## src/rtl/store_merge_unit.sv

```systemverilog
// rtl/store_merge_unit.sv - multi-cycle word/halfword/byte store path with read-modify-write merge
//
// Purpose:
//   Writes the register file's B operand to word-addressed data memory.
//   Word stores are written directly. Halfword and byte stores read the
//   existing word, merge the selected little-endian lanes, and write the
//   result back.
//
// Ports:
//   clk          in   system clock, rising edge
//   reset        in   asynchronous, active-high reset
//   start        in   request pulse, sampled only in IDLE
//   store_size   in   00 word, 01 halfword, 10 byte, 11 word
//   addr         in   byte address of the store
//   reg_b        in   store data (low byte/halfword for sub-word stores)
//   mem_rdata    in   memory read data, valid the cycle after mem_rd
//   mem_addr     out  word-aligned address of the latched request
//   mem_wdata    out  word to write
//   mem_rd       out  memory read strobe
//   mem_wr       out  memory write strobe
//   busy         out  high in every state except IDLE
//   done         out  one-cycle completion pulse
//   misaligned   out  trap flag, high together with done
//
// Configuration:
//   STORE_MISALIGN_TRAP_EN  defined: misaligned halfword/word requests skip
//                           memory and finish with misaligned=1.
//                           undefined: low address bits are ignored and
//                           misaligned is tied to 0.

module store_merge_unit (
    input  logic        clk,
    input  logic        reset,
    input  logic        start,
    input  logic [1:0]  store_size,
    input  logic [31:0] addr,
    input  logic [31:0] reg_b,
    input  logic [31:0] mem_rdata,
    output logic [31:0] mem_addr,
    output logic [31:0] mem_wdata,
    output logic        mem_rd,
    output logic        mem_wr,
    output logic        busy,
    output logic        done,
    output logic        misaligned
);

    typedef enum logic [2:0] {
        S_IDLE,
        S_READ,
        S_CAPTURE,
        S_WRITE,
        S_DONE
    } state_t;

    state_t      state;
    state_t      state_n;

    logic [31:0] addr_q;
    logic [1:0]  size_q;
    // Holds the store data at request time; for sub-word stores it is
    // overwritten with the merged word in CAPTURE, so it is always the
    // word to write by the time WRITE is reached.
    logic [31:0] reg_b_q;
    logic [31:0] merged;

    logic        req_half;
    logic        req_byte;
    logic        req_word;
    logic        req_trap;

    assign req_half = (store_size == 2'b01);
    assign req_byte = (store_size == 2'b10);
    assign req_word = !req_half && !req_byte;

`ifdef STORE_MISALIGN_TRAP_EN
    logic trap_q;
    assign req_trap   = (req_half && addr[0]) || (req_word && (addr[1:0] != 2'b00));
    assign misaligned = (state == S_DONE) && trap_q;
`else
    assign req_trap   = 1'b0;
    assign misaligned = 1'b0;
`endif

    // Strobes are pure state decodes so an asynchronous reset drops them
    // in the same instant it clears the state register.
    assign mem_rd    = (state == S_READ);
    assign mem_wr    = (state == S_WRITE);
    assign busy      = (state != S_IDLE);
    assign done      = (state == S_DONE);
    assign mem_addr  = {addr_q[31:2], 2'b00};
    assign mem_wdata = reg_b_q;

    always_ff @(posedge clk or posedge reset) begin
        if (reset) begin
            state <= S_IDLE;
        end else begin
            state <= state_n;
        end
    end

    always_comb begin
        state_n = state;
        case (state)
            S_IDLE: begin
                if (start) begin
                    if (req_trap) begin
                        state_n = S_DONE;
                    end else if (req_word) begin
                        state_n = S_WRITE;
                    end else begin
                        state_n = S_READ;
                    end
                end
            end
            S_READ:    state_n = S_CAPTURE;
            S_CAPTURE: state_n = S_WRITE;
            S_WRITE:   state_n = S_DONE;
            S_DONE:    state_n = S_IDLE;
            default:   state_n = S_IDLE;
        endcase
    end

    // Little-endian lane merge: lane 0 is bits 7:0.
    always_comb begin
        merged = mem_rdata;
        if (size_q == 2'b10) begin
            case (addr_q[1:0])
                2'd0: merged[7:0]   = reg_b_q[7:0];
                2'd1: merged[15:8]  = reg_b_q[7:0];
                2'd2: merged[23:16] = reg_b_q[7:0];
                default: merged[31:24] = reg_b_q[7:0];
            endcase
        end else if (addr_q[1]) begin
            merged[31:16] = reg_b_q[15:0];
        end else begin
            merged[15:0] = reg_b_q[15:0];
        end
    end

    always_ff @(posedge clk or posedge reset) begin
        if (reset) begin
            addr_q  <= 32'd0;
            size_q  <= 2'd0;
            reg_b_q <= 32'd0;
`ifdef STORE_MISALIGN_TRAP_EN
            trap_q  <= 1'b0;
`endif
        end else begin
            case (state)
                S_IDLE: begin
                    if (start) begin
                        addr_q  <= addr;
                        size_q  <= store_size;
                        reg_b_q <= reg_b;
`ifdef STORE_MISALIGN_TRAP_EN
                        trap_q  <= req_trap;
`endif
                    end
                end
                S_CAPTURE: begin
                    reg_b_q <= merged;
                end
                S_DONE: begin
`ifdef STORE_MISALIGN_TRAP_EN
                    trap_q <= 1'b0;
`endif
                end
                default: begin
                end
            endcase
        end
    end

endmodule

```

## config.mk

```make
export PLATFORM = sky130hd
export DESIGN_NAME = store_merge_unit
export DESIGN_NICKNAME = d
export VERILOG_FILES = /design/src/rtl/store_merge_unit.sv
export SDC_FILE = /design/constraint.sdc
export NUM_CORES = 1
export LEC_CHECK = 0
export ABC_CLOCK_PERIOD_IN_PS = 5680
export CAP_MARGIN = 20
export CORE_ASPECT_RATIO = 0.8
export CORE_MARGIN = 2
export CORE_UTILIZATION = 38
export DETAILED_ROUTE_END_ITERATION = 8
export HOLD_SLACK_MARGIN = 0.03
export PLACE_DENSITY_LB_ADDON = 0.05
export SLEW_MARGIN = 20
export SYNTH_ARGS = -nofsm -noshare
export SYNTH_HDL_FRONTEND = slang
export SYNTH_SLANG_ARGS = --single-unit
```

## constraint.sdc

```tcl
create_clock -name clk -period 5.68 [get_ports clk]
set_input_delay 0.568 -clock clk [delete_from_list [all_inputs] [get_ports clk]]
set_output_delay 0.568 -clock clk [all_outputs]
set_load 0.02 [all_outputs]
```

# --- Word level (Yosys, flattened, before mapping) ---
# Index checks and enable logic that the tools add are counted.
totals:
  reg_bits: 69
  input_bits: 101
op_classes:
  n_eq_ne: 12
  muxes: 12
  reduce_logical: 12
ops:
  columns: ["op", "count"]
  rows:
  - ["2-to-1 mux 32 bit", 2]
  - ["case mux 32 bit (2 select lines)", 1]
  - ["2-to-1 mux 16 bit", 2]
  - ["2-to-1 mux 8 bit", 4]
  - ["case mux 3 bit (4 select lines)", 1]
  - ["== test 2 bit (second input constant)", 3]
  - ["== test 3 x 2 -> 1 bit (second input constant)", 2]
  - ["!= test 3 bit (second input constant)", 2]
  - ["== test 2 x 1 -> 1 bit (second input constant)", 2]
  - ["AND reduction 2 bit", 2]
  - ["AND reduction 4 bit", 1]
  - ["== test 3 x 1 -> 1 bit (second input constant)", 1]
  - ["== test 3 bit (second input constant)", 1]
  - ["logical NOT 3 bit", 1]
  - ["2-to-1 mux 3 bit", 1]
  - ["AND reduction 3 bit", 1]
  - ["nonzero test 3 bit", 1]
  - ["OR reduction 3 bit", 1]
  - ["logical NOT 1 bit", 2]
  - ["logical NOT 2 bit", 1]
  - ["2-to-1 mux 2 bit", 1]
  - ["!= test 2 bit (second input constant)", 1]
  - ["nonzero test 2 bit", 1]
  - ["logical AND 1 bit", 1]

# --- Logic depth before layout (Yosys ltp) ---
depth:
  word_depth: 6
  mapped_depth: 8
  ltp_nobuf: 5

# --- Least setup slack after synthesis ---
# Ideal clock, no wire load.
synth_timing:
  kind: "register -> register"
  from: "register state[2]"
  to: "register reg_b_q[17], in the netlist mem_wdata[17]"
  arrival_time_ns: 1.575
  path_slack_ns: 3.964
  stages_incl_launch_ff: 8
  n_path_buf: 3
  path_cell_list: "dfrtp_1 buf_6 or3_4 or2_1 clkbuf_2 buf_2 o22ai_1 a31oi_1"
synth_between:
  elab_chain_len: 3
  elab_cells_between_ends: 6
  cone_classes: "eq/ne: 2; mux: 1; reduce/logical: 3"
synth_rtl:
  columns: ["item", "line", "text"]
  rows:
  - ["from (decl)", "56", "state_t state;"]
  - ["from (signal assigned)", "98", "state <= state_n;"]
  - ["== test 3 x 2 -> 1 bit / logical NOT 3 bit (equally long branches)", "150", "case (state)"]
  - ["nonzero test 2 bit (no line) / != test 2 bit (equally long branches)", null, null]
  - ["AND reduction 2 bit (no line)", null, null]
  - ["to (signal assigned)", "155", "reg_b_q <= reg_b;"]
  - ["to (signal assigned)", "162", "reg_b_q <= merged;"]
  - ["to (decl)", "64", "logic [31:0] reg_b_q;"]
# Parallel ways exist; a longest one is shown, timed or not.
# A chain may end at the register's enable or synchronous reset.

# --- Worst setup path in the final report ---
layout_timing:
  from: "register state[0]"
  to: "output busy"
layout_between:
  elab_chain_len: 1
layout_rtl:
  columns: ["item", "line", "text"]
  rows:
  - ["nonzero test 3 bit", "89", "assign busy = (state != S_IDLE);"]
  - ["to (decl)", "43", "output logic busy,"]
# Every way passes these cells.

==> metrics.md <==
| Metric | Value |
|---|---|
| Startpoint types | `flop` |
| DRC viols | `0` |
| Synthesized netlist cell count | `401` |
| Fraction of layout cells with a size suffix above 1 | `5.08%` |
| CTS buffer count | `9` |
| Final ANT Viol Nets | `0` |
| Synth Warn # | `0` |
| Worst Hold Class | `flop to flop` |
| CP Capture Type | `output pin` |
| Post-DP HPWL | `around 7.3 mm` |
| Most frequent cells in the layout | `166 x clkdlybuf4s50_1, 142 x nand2_1, 69 x dfrtp_1` |
| Status | `finished clean` |
| Setup TNS Final | `0 ps` |
| Max-slew violations | `0` |
| Post_cts resized | `0` |
| Max-Cap Viols | `0` |
| Max stage delay on crit path | `560 ps` |
| Buffers on Ports | `166` |
| WP data arrival | `1900 ps` |
| Final Skew | `8.48 ps` |
| Vias/cell | `4.85` |
| Slowest-stage cell, CP | `clkdlybuf4s50_1` |
| Multi-input logic area | `1430 um2` |
| DR vias | `3,138` |
| Initial antenna violation count | `0` |
| Critical Setup Path Class | `flop to output pin` |
| RSZ-0062 raised after global routing | `false` |
| Fmax | `just over 400 MHz` |
| Fin crit period | `2470 ps` |
| Leading cell type in the layout, fill and taps excluded | `clkdlybuf4s50_1` |
| Largest net degree at the start of global routing | `70` |
| GPL Wtd Cong | `0.808` |
| Sequential share of the synthesized area | `48.8%` |
| Synth Area per Inst | `8.81 um2` |
| First-pass GRT wire length | `16.1 mm` |
| CP Cell Sequence | `or3_4 > clkdlybuf4s50_1` |
| Post-synthesis cell type count | `35` |
| First DRT Iteration DRCs | `around 130` |
| CTS tree | `done` |
| Final hold slack | `473 ps` |
| Die width | `roughly 110 um` |
| 1st-pass router iterations | `4` |
| Storage cell area | `~1700 um2` |
| Boundary pin count | `170` |
| Area Growth Syn to Fin | `51.0%` |
| Design area | `roughly 5300 um2` |
| Worst slew pin tran | `954 ps` |
| Cts hold-fix bufs | `0` |
| Post-placement cell area | `5000 um2` |
| Worst Path Buf+Inv | `1` |
| Slew headroom | `approximately 36%` |
| Final net count | `628` |
| Mapped Area | `approximately 3500 um2` |
| Clk root buf | `clkbuf_16` |
| Period utilization | `43.5%` |
| Clock Latency Late Sink | `around 330 ps` |
| Post-CTS setup buffers | `0` |
| Row count | `31` |
| Post-synth EDFFs | `0` |
| Die area | `10,100 um2` |
| Asr flop ratio synth | `100%` |
| DRT Wirelength | `10.1 mm` |
| Tot GR Track Use | `around a fifth` |
| CP top delay family | `buffers and inverters` |
| CP Max Fanout | `11` |
| Final core utilization | `59.1%` |
| Top_reg_cell synth | `dfrtp_1` |
| Layout fillers | `805` |
| Number of global-route vias before repair | `3,081` |
| Clk sinks | `between 60 and 70` |
| Clk slew on worst S/H paths | `60 ps` |
| Die height | `roughly 90 um` |
| Diode count | `0` |
| H-tree depth | `3` |
| Worst EP required | `5110 ps` |
| Static Leak | `roughly 2.4 nW` |
| Global route overflow | `0` |
| Routed len/inst | `15.6 um` |
| Pwr Density | `603 nW/um2` |
| Clock buffer depth | `2` |
| Total core area | `approximately 9000 um2` |
| Peak VDD IR | `approximately 260 uV` |
| Final count of hold timing violations | `0` |
| Endpoints failing setup | `0` |
| Initial core utilization | `about two fifths` |
| Synth Register Bits | `69` |
==> worst register-to-register path: stages, from the launching register on <==
cell,delay (ps)
dfrtp_1,540
or3_4,470
or2_2,630
o22ai_1,360
a31oi_1,80
==> through the flow <==
step                      cells  worst slack, ps  total power [mW]
after floorplan             403             3370              2.05
after global placement      631             3360              2.57
after detailed placement    631             3300              2.60
after CTS                   647             3200              3.26
after global routing        647             3160              3.44
final                       647             3210              3.22
==> metal layers <==
metal | vias up | wire length [um] | global-route usage [%]
met3 | 13 | 780 | 6.64
met2 | 112 | 4340 | 30.2
li1 | 1561 | - | -
met4 | 0 | 133 | 6.58
met1 | 1452 | 4810 | 27.6
met5 | - | 0 | 0
==> area by class of cell <==
cell class	instances	area share [%]
tap	115	2.70
inverter	3	0.211
sequential	69	32.3
clock buffer	10	4.29
timing repair buffer	170	31.7
multi-input combinational	274	26.7
clock inverter	6	2.09
==> power breakdown <==
part	switching, mW	total (mW)	internal (mW)
Sequential	0.224	0.964	0.740
Clock	0.211	0.639	0.429
Combinational	0.873	1.62	0.746
==> cells in the mapped netlist (all sizes together), types with 2 or more instances <==
library cell | instances | area share (%)
and3 | 7 | 1.2
nor3b | 3 | 0.78
nor2b | 2 | 0.35
inv | 3 | 0.32
nor2 | 19 | 2.1
nand2 | 142 | 15
o22ai | 14 | 2.5
a211oi | 10 | 2.1
and2 | 8 | 1.4
clkbuf | 7 | 0.78
and3b | 2 | 0.50
dfrtp | 69 | 49
o21ai | 9 | 1.3
a21o | 8 | 1.7
nand3 | 4 | 0.57
mux2i | 10 | 2.8
buf | 50 | 10
a31oi | 23 | 4.1
==> sequential cells by signal (all words and copies together), names as in the netlist <==
signal / count
size_q: 2
state: 3
mem_wdata: 32
addr_q: 32
==> cells by family after synthesis <==
family,after synthesis,share of synthesized area [%]
other cells,1,0.106
xor+xnor,1,0.248
flops,69,48.8
compound gates,68,13.4
buf+inv,60,11.4
mux,10,2.83
simple gates,192,23.2
==> final timing paths <==
path | from | endpoint | slack (ps) | cells after the start
worst max register to register | state[0] | mem_wdata[17] | 3450 | 4
max in group asynchronous | reset | mem_wdata[11] | 4280 | 3
min in group asynchronous | reset | addr_q[16] | 820 | 3
worst min-delay path | addr_q[22] | addr_q[22] | 470 | 2
worst min register to register | addr_q[22] | addr_q[22] | 470 | 2
worst max-delay path | state[0] | busy | 3210 | 2
(Power assumes the default switching activity.)
